## src/rtl/seq_divider_pkg.sv

```systemverilog
// Shared definitions for the step-through restoring divider.
package seq_divider_pkg;

  localparam int DEF_WIDTH = 8;

  typedef enum logic [1:0] {
    GET_A = 2'd0,
    GET_B = 2'd1,
    DIV   = 2'd2,
    DONE  = 2'd3
  } state_t;

  // Quotient reported for a zero divisor; sliced down to the operand width.
  localparam logic [63:0] DZ_QUOT = '1;

endpackage

```

## src/rtl/seq_divider_hex_decoder.sv

```systemverilog
// Hex nibble to active-low seven-segment pattern, seg[0]=a .. seg[6]=g.
module hex_decoder (
  input  logic [3:0] hex,
  output logic [0:6] seg
);

  always_comb begin
    seg = 7'b1111111;
    case (hex)
      4'h0: seg = 7'b0000001;
      4'h1: seg = 7'b1001111;
      4'h2: seg = 7'b0010010;
      4'h3: seg = 7'b0000110;
      4'h4: seg = 7'b1001100;
      4'h5: seg = 7'b0100100;
      4'h6: seg = 7'b0100000;
      4'h7: seg = 7'b0001111;
      4'h8: seg = 7'b0000000;
      4'h9: seg = 7'b0000100;
      4'ha: seg = 7'b0001000;
      4'hb: seg = 7'b1100000;
      4'hc: seg = 7'b0110001;
      4'hd: seg = 7'b1000010;
      4'he: seg = 7'b0110000;
      4'hf: seg = 7'b0111000;
      default: seg = 7'b1111111;
    endcase
  end

endmodule

```

## src/rtl/seq_divider.sv

```systemverilog
// Step-through unsigned restoring divider; one KEY1 edge per FSM step.
//
// state | meaning
// GET_A | next edge captures dividend from SW
// GET_B | next edge captures divisor (zero divisor finishes at once)
// DIV   | one restoring iteration per edge, WIDTH edges in total
// DONE  | results held; next edge captures a new dividend
module seq_divider
  import seq_divider_pkg::*;
#(
  parameter int WIDTH = DEF_WIDTH
) (
  input  logic             KEY1,
  input  logic             KEY0,
  input  logic [WIDTH-1:0] SW,
  output logic [0:6]       HEX0,
  output logic [0:6]       HEX1,
  output logic [0:6]       HEX2,
  output logic [0:6]       HEX3,
  output logic [0:6]       HEX4,
  output logic [0:6]       HEX5,
  output logic             LEDR0,
  output logic             LEDR1,
  output logic             LEDR2
);

  localparam int CW = $clog2(WIDTH) + 1;
  localparam logic [CW-1:0] LAST_STEP = CW'(WIDTH - 1);

  state_t           state;
  logic [WIDTH-1:0] a;
  logic [WIDTH-1:0] b;
  logic [WIDTH:0]   r;
  logic [WIDTH-1:0] q;
  logic [CW-1:0]    cnt;
  logic             dz;

  logic [WIDTH:0]   t;
  logic             t_ge_b;
  logic             r_msb_unused;

  assign t            = {r[WIDTH-1:0], q[WIDTH-1]};
  assign t_ge_b       = (t >= {1'b0, b});
  assign r_msb_unused = r[WIDTH];

  always_ff @(posedge KEY1 or negedge KEY0) begin
    if (!KEY0) begin
      state <= GET_A;
      a     <= '0;
      b     <= '0;
      r     <= '0;
      q     <= '0;
      cnt   <= '0;
      dz    <= 1'b0;
    end else begin
      case (state)
        GET_A, DONE: begin
          a     <= SW;
          q     <= SW;
          r     <= '0;
          dz    <= 1'b0;
          state <= GET_B;
        end
        GET_B: begin
          b <= SW;
          if (SW == '0) begin
            q     <= DZ_QUOT[WIDTH-1:0];
            r     <= {1'b0, a};
            dz    <= 1'b1;
            state <= DONE;
          end else begin
            r     <= '0;
            cnt   <= '0;
            state <= DIV;
          end
        end
        DIV: begin
          r   <= t_ge_b ? (t - {1'b0, b}) : t;
          q   <= {q[WIDTH-2:0], t_ge_b};
          cnt <= cnt + 1'b1;
          if (cnt == LAST_STEP) state <= DONE;
        end
        default: state <= GET_A;
      endcase
    end
  end

  logic [7:0] disp_b;
  logic [7:0] disp_mid;
  logic [7:0] disp_q;

  // In DONE the dividend digits are reused to show the remainder.
  assign disp_b   = 8'(b);
  assign disp_mid = (state == DONE) ? 8'(r[WIDTH-1:0]) : 8'(a);
  assign disp_q   = 8'(q);

  assign LEDR0 = (state == DONE);
  assign LEDR1 = dz;
  assign LEDR2 = (state == DIV);

  hex_decoder u_hex0 (.hex(disp_b[3:0]),   .seg(HEX0));
  hex_decoder u_hex1 (.hex(disp_b[7:4]),   .seg(HEX1));
  hex_decoder u_hex2 (.hex(disp_mid[3:0]), .seg(HEX2));
  hex_decoder u_hex3 (.hex(disp_mid[7:4]), .seg(HEX3));
  hex_decoder u_hex4 (.hex(disp_q[3:0]),   .seg(HEX4));
  hex_decoder u_hex5 (.hex(disp_q[7:4]),   .seg(HEX5));

endmodule

```

## config.mk

```make
export PLATFORM = sky130hd
export DESIGN_NAME = seq_divider
export DESIGN_NICKNAME = d
export VERILOG_FILES = /design/src/rtl/seq_divider_pkg.sv /design/src/rtl/seq_divider_hex_decoder.sv /design/src/rtl/seq_divider.sv
export SDC_FILE = /design/constraint.sdc
export NUM_CORES = 1
export LEC_CHECK = 0
export BUFFER_PORTS_ARGS = -buffer_cell sky130_fd_sc_hd__buf_4
export CORE_AREA = 2 2 68 102
export CTS_BUF_LIST = sky130_fd_sc_hd__clkbuf_16
export CTS_CLUSTER_DIAMETER = 200
export CTS_CLUSTER_SIZE = 12
export DETAILED_ROUTE_END_ITERATION = 7
export DIE_AREA = 0 0 70 104
export MAX_ROUTING_LAYER = met4
export PLACE_DENSITY_LB_ADDON = 0.05
export SETUP_SLACK_MARGIN = 0.4
export SKIP_CTS_REPAIR_TIMING = 1
export SLEW_MARGIN = 20
export SYNTH_ARGS = -nofsm -noshare
export SYNTH_HDL_FRONTEND = slang
export SYNTH_HIERARCHICAL = 1
export SYNTH_SLANG_ARGS = --single-unit
```

## constraint.sdc

```tcl
create_clock -name KEY1 -period 3.62 [get_ports KEY1]
set_input_delay 0.724 -clock KEY1 [delete_from_list [all_inputs] [get_ports KEY1]]
set_output_delay 0.724 -clock KEY1 [all_outputs]
set_load 0.1 [all_outputs]
```

* Yosys cells after proc, flatten, opt, wreduce, memory -nomap -nowiden
Memory sizes are Yosys's and may differ from the RTL's.
Cells that the tools add are included.
** Storage, ports and cells
- Bits in registers :: 39
- ROM bits :: 672
- Memories :: 6
** Memory list
- (no name shown) :: words 16, width 7, read ports 1, clocked after Yosys merged registers in 0, wr ports 0, line seq_divider_hex_decoder.sv:9 : case (hex)
- (no name shown) :: words 16, width 7, read ports 1, clocked after Yosys merged registers in 0, wr ports 0, line seq_divider_hex_decoder.sv:9
- (no name shown) :: words 16, width 7, read ports 1, clocked after Yosys merged registers in 0, wr ports 0, line seq_divider_hex_decoder.sv:9
- (no name shown) :: words 16, width 7, read ports 1, clocked after Yosys merged registers in 0, wr ports 0, line seq_divider_hex_decoder.sv:9
- (no name shown) :: words 16, width 7, read ports 1, clocked after Yosys merged registers in 0, wr ports 0, line seq_divider_hex_decoder.sv:9
- (no name shown) :: words 16, width 7, read ports 1, clocked after Yosys merged registers in 0, wr ports 0, line seq_divider_hex_decoder.sv:9
** Operators by class
- $add $sub $neg :: 2
- Magnitude comparators :: 1
- Equality and inequality tests :: 7
- Muxes and demuxes :: 13
- Reduce and logical (&&, ||, !) cells :: 7
** Operators with widths (count)
- one-hot mux 8 bit (3 select lines) :: 2
- 2-to-1 mux 8 bit :: 4
- >= comparator 9 x 8 -> 1 bit :: 1
- zero test 8 bit :: 1
- one-hot mux 4 bit (2 select lines) :: 1
- subtractor 8 bit :: 1
- one-hot mux 2 bit (3 select lines) :: 1
- adder 4 x 1 -> 4 bit, second input constant :: 1
- equality test 2 bit, second input constant :: 2
- equality test 4 x 3 -> 1 bit, second input constant :: 1
- 2-to-1 mux 4 bit :: 1
- != test 2 bit, second input constant :: 2
- AND reduction 2 bit :: 2
- nonzero test 2 bit :: 2
- equality test 2 x 1 -> 1 bit, second input constant :: 1
- zero test 2 bit :: 1
- 2-to-1 mux 1 bit :: 2
- 2-to-1 mux 2 bit :: 1
- != test 2 x 1 -> 1 bit, second input constant :: 1
- one-hot mux 1 bit (2 select lines) :: 1
- OR reduction 2 bit :: 1

* Logic depth before layout (Yosys ltp)
- Depth after elaboration :: 4
- Mapped depth :: 9

* Hierarchy
The synthesis kept the hierarchy.
** By module, submodules not included
- seq_divider :: instances 1, cells an instance 236, area each 2303.5 µm²
- hex_decoder (u_hex0 ...) :: instances 4, cells an instance 33, area each 269.0 µm²
- hex_decoder (u_hex1) :: instances 1, cells an instance 32, area each 274.0 µm²
- hex_decoder (u_hex2) :: instances 1, cells an instance 31, area each 262.8 µm²

* Worst setup path before layout
Ideal clock, no wire load.
- Path type :: register to output
- Start point :: register state[0]
- End point :: output port HEX2[2] (netlist name)
- Arrival :: 4.429 ns
- Slack :: -1.533 ns
- Cell stages (with the launch flop) :: 7
- Buffers on the path :: 1
- Path through :: dfrtp_1 ha_1 clkbuf_1 mux2_2 ha_1 nand2b_1 o21ai_0
** Between the ends
- Longest elaborated chain between the ends :: 3
** Ends and longest elaborated chain
- start: declaration :: line seq_divider.sv:30 : state_t state;
- start signal: assignment :: line seq_divider.sv:48 : state <= GET_A;
- start signal: assignment :: line seq_divider.sv:62 : state <= GET_B;
- start signal: assignment :: line seq_divider.sv:70 : state <= DONE;
- equality test 2 bit
- net LEDR0 :: line seq_divider.sv:22 : output logic LEDR0,
- 2-to-1 mux 8 bit :: line seq_divider.sv:94 : assign disp_mid = (state == DONE) ? 8'(r[WIDTH-1:0]) : 8'(a);
- net disp_mid[0] :: line seq_divider.sv:89 : logic [7:0] disp_mid;
- memory (16 x 7 bit)
- end: declaration :: line seq_divider.sv:18 : output logic [0:6] HEX2,
The timed path passes the listed nets, and every way through them passes these cells.

* Final worst setup path
- Start point :: register state[0]
- End point :: output port HEX3[3] (netlist name)
** Between the ends
- Longest elaborated chain between the ends :: 3
** Ends and longest elaborated chain
- equality test 2 bit :: line seq_divider.sv:94
- 2-to-1 mux 8 bit :: line seq_divider.sv:94
- net disp_mid[4] :: line seq_divider.sv:89
- memory (16 x 7 bit)
- end: declaration :: line seq_divider.sv:19 : output logic [0:6] HEX3,
The timed path passes the listed nets, and every way through them passes these cells.

==> out/summary.md <==
- Post-Synthesis Cells: 431
- highest attainable clock frequency: 319 MHz
- floorplan die height: 104 um
- total wire length after detailed routing: 8610 um
- critical path data required time: 2900 ps
- number of nets in the finished design: 538
- GRT overflow: 0
- Sum Neg Setup Slack: 0 ps
- final setup slack of the worst path: 483 ps
- relative slew slack: 54.6%
- worst-path fanout max: 9
- time the final worst path needs with I/O delays and setup: 3140 ps
- number of nets produced by synthesis: 496
- r2r worst-path depth: 7
- period utilization: 86.6%
- commonest cells after routing, fill and taps aside: sky130_fd_sc_hd__ha_1, sky130_fd_sc_hd__buf_4, sky130_fd_sc_hd__nand2_1, sky130_fd_sc_hd__dfrtp_1, sky130_fd_sc_hd__nor2_1
- unrepaired setup endpoints after global routing: no
- effective utilization at floorplan: 61.2%
- sort of element at the end of the critical path: output pin
- final non-filler cell area: 4570 um^2
- maximum clock path buffer count: 2
- final routed DRC violation total: 0
- data arrival time at the worst-slack endpoint: 2410 ps
- primary flip-flop cell chosen by synthesis mapping: sky130_fd_sc_hd__dfrtp_1
- Synth async-reset ratio: 100%
- global-route wire length before repair: 15,000 um
- Synthesis Warnings: 6
- clock edge transition at the registers on the reported setup and hold paths: 60 ps
- part of the Yosys area used for sequential elements: 24.9%
- worst reg2reg startpoint: b[2]
- Fin. Hold Viols: 0
- fraction of final layout cells sized beyond drive strength 1: 25.8%
- mean cell area of the mapped netlist: 9.09 um^2
- nature of the critical path startpoint: register
- Max Clock Skew: 7.03 ps
- top-level I/O count: 55
- Setup Viol. Count Final: 0
- kind of critical path: reg2out
- number of maximum-capacitance constraint violations: 0
- antenna violation net count after detailed routing: 0
- deepest level of the CTS H-tree: 2
- Worst Setup Slack post-DPL: 707 ps
- number of synthesized flops with an enable pin: 0
- Num Clock Sinks: 39
- Antenna Diode Count: 0
- via count of the routed design: 3,237
- Iteration-0 DRC Markers: 98
- detail-routed net length per standard cell: 15.7 um
- Site Rows: 36
- Final GP Congestion: 0.836
- overall routing resource usage: 25.3%
- fin. max-slew vios: 0
- worst-case register-to-register setup slack: 950 ps
- total half-perimeter wirelength after legalization and detailed placement: 6510 um
- transition time of the tightest slew-check pin: 682 ps
- pin count of the biggest net entering global routing: 40
- Detailed Routing Iterations Pass 1: 5
- Clock Tree Root: sky130_fd_sc_hd__clkbuf_16
- number of synthesized register bits: 39
- average vias per placed instance: 5.90
- run status: complete, no violations
- Die Width: 70 um
- port bufs: 54
- TritonCTS clock tree: done
- area of the core: 6400 um^2
- Area growth syn-to-layout: 16.8%
- Post-Place Cell Area: 4430 um^2
- worst hold-check path type: in2async
- number of global-route vias before repair: 3,195
- Yosys cell types: 55
- area of the die: 7280 um^2
- TritonCTS buffer count: 5
- number of antenna violations at the first check in global routing: 0
- end of the worst register-to-register path: r[7]
- clock insertion delay at the later pin of the skew report: 280 ps
- synthesized area: 3920 um^2
[worst max-delay path by stage]
stage | slack, ps | startpoint | end | cells past startpoint
global route | 400 | state[0] | HEX3[3] | 7
finish | 480 | state[0] | HEX3[3] | 7
global placement | 780 | state[0] | HEX2[3] | 7
CTS | 380 | state[0] | HEX2[3] | 7
detailed placement | 710 | state[0] | HEX2[3] | 7
floorplan | 280 | state[0] | HEX2[2] | 6
[logic make-up after synthesis]
logic type | count (synthesis) | synth area share [%]
and+or+nand+nor | 119 | 14.7
AOI/OAI and AO/OA | 98 | 17.3
muxes | 60 | 18.0
buffers and inverters | 57 | 6.64
adders and majority gates | 55 | 17.8
DFF | 39 | 24.9
xor gates and xnor gates | 3 | 0.671
[flip-flops by register name, summed over array words and instances, names as in the netlist]
| signal | count |
|---|---|
| cnt | 4 |
| a | 8 |
| LEDR1 | 1 |
| state | 2 |
| r | 8 |
| b | 8 |
| disp_q | 8 |
[critical path, cell delays in order (launching register included)]
cell,delay [ps]
sky130_fd_sc_hd__dfrtp_2,450
sky130_fd_sc_hd__ha_4,220
sky130_fd_sc_hd__mux2_2,310
sky130_fd_sc_hd__inv_1,110
sky130_fd_sc_hd__ha_1,290
sky130_fd_sc_hd__inv_1,50
sky130_fd_sc_hd__mux4_2,450
sky130_fd_sc_hd__buf_4,250
[per-layer routing]
layer	vias up	share of wire [%]	track usage (%)	wire length (um)
met5	-	0	-	0
met4	0	3.0	9.48	257
met3	16	3.1	2.52	271
met2	67	53	45.4	4540
met1	1538	41	28.6	3550
li1	1616	-	-	-
[synthesized netlist by cell type, types with 2 or more instances]
cell type	n	area, um^2
sky130_fd_sc_hd__ha_1	54	676
sky130_fd_sc_hd__nand2_1	47	176
sky130_fd_sc_hd__dfrtp_1	39	976
sky130_fd_sc_hd__inv_1	36	135
sky130_fd_sc_hd__nor2_1	35	131
sky130_fd_sc_hd__mux2i_1	34	340
sky130_fd_sc_hd__o21ai_0	24	120
sky130_fd_sc_hd__mux2_2	20	225
sky130_fd_sc_hd__a21oi_1	17	85.1
sky130_fd_sc_hd__o211ai_1	14	105
sky130_fd_sc_hd__clkbuf_1	12	45.0
sky130_fd_sc_hd__o21ai_1	11	55.1
sky130_fd_sc_hd__nand2b_1	9	56.3
sky130_fd_sc_hd__o221a_2	7	78.8
sky130_fd_sc_hd__a32o_1	6	60.1
sky130_fd_sc_hd__buf_6	6	67.6
sky130_fd_sc_hd__nand3_1	6	30.0
sky130_fd_sc_hd__mux4_2	5	113
sky130_fd_sc_hd__or3_1	4	25.0
sky130_fd_sc_hd__nor2b_1	3	18.8
sky130_fd_sc_hd__a211o_1	2	17.5
sky130_fd_sc_hd__a22o_1	2	17.5
sky130_fd_sc_hd__nor3b_1	2	15.0
sky130_fd_sc_hd__o21a_1	2	15.0
sky130_fd_sc_hd__o31a_1	2	17.5
sky130_fd_sc_hd__or4_4	2	22.5
sky130_fd_sc_hd__xnor2_1	2	17.5
[cell type report]
type	instances	area, um^2
well taps	76	95.1
multi-input cells	335	2810
flip-flops and latches	39	978
inverters	37	139
clock buffers	5	125
clock inverters	2	8.76
fillers	500	1820
repair buffers	55	420
[per-stage QoR]
step | hold WS [ps] | cells | utilization [%]
global placement | 502 | 542 | 69.3
floorplan | 428 | 431 | -
CTS | 429 | 549 | 71.4
finish | 403 | 549 | 71.5
global route | 441 | 549 | 71.5
detailed placement | 500 | 542 | 69.3
Power is left out: the tool's default activity adds up to more than one toggle a clock period on the data nets, which glitch-free logic cannot reach.
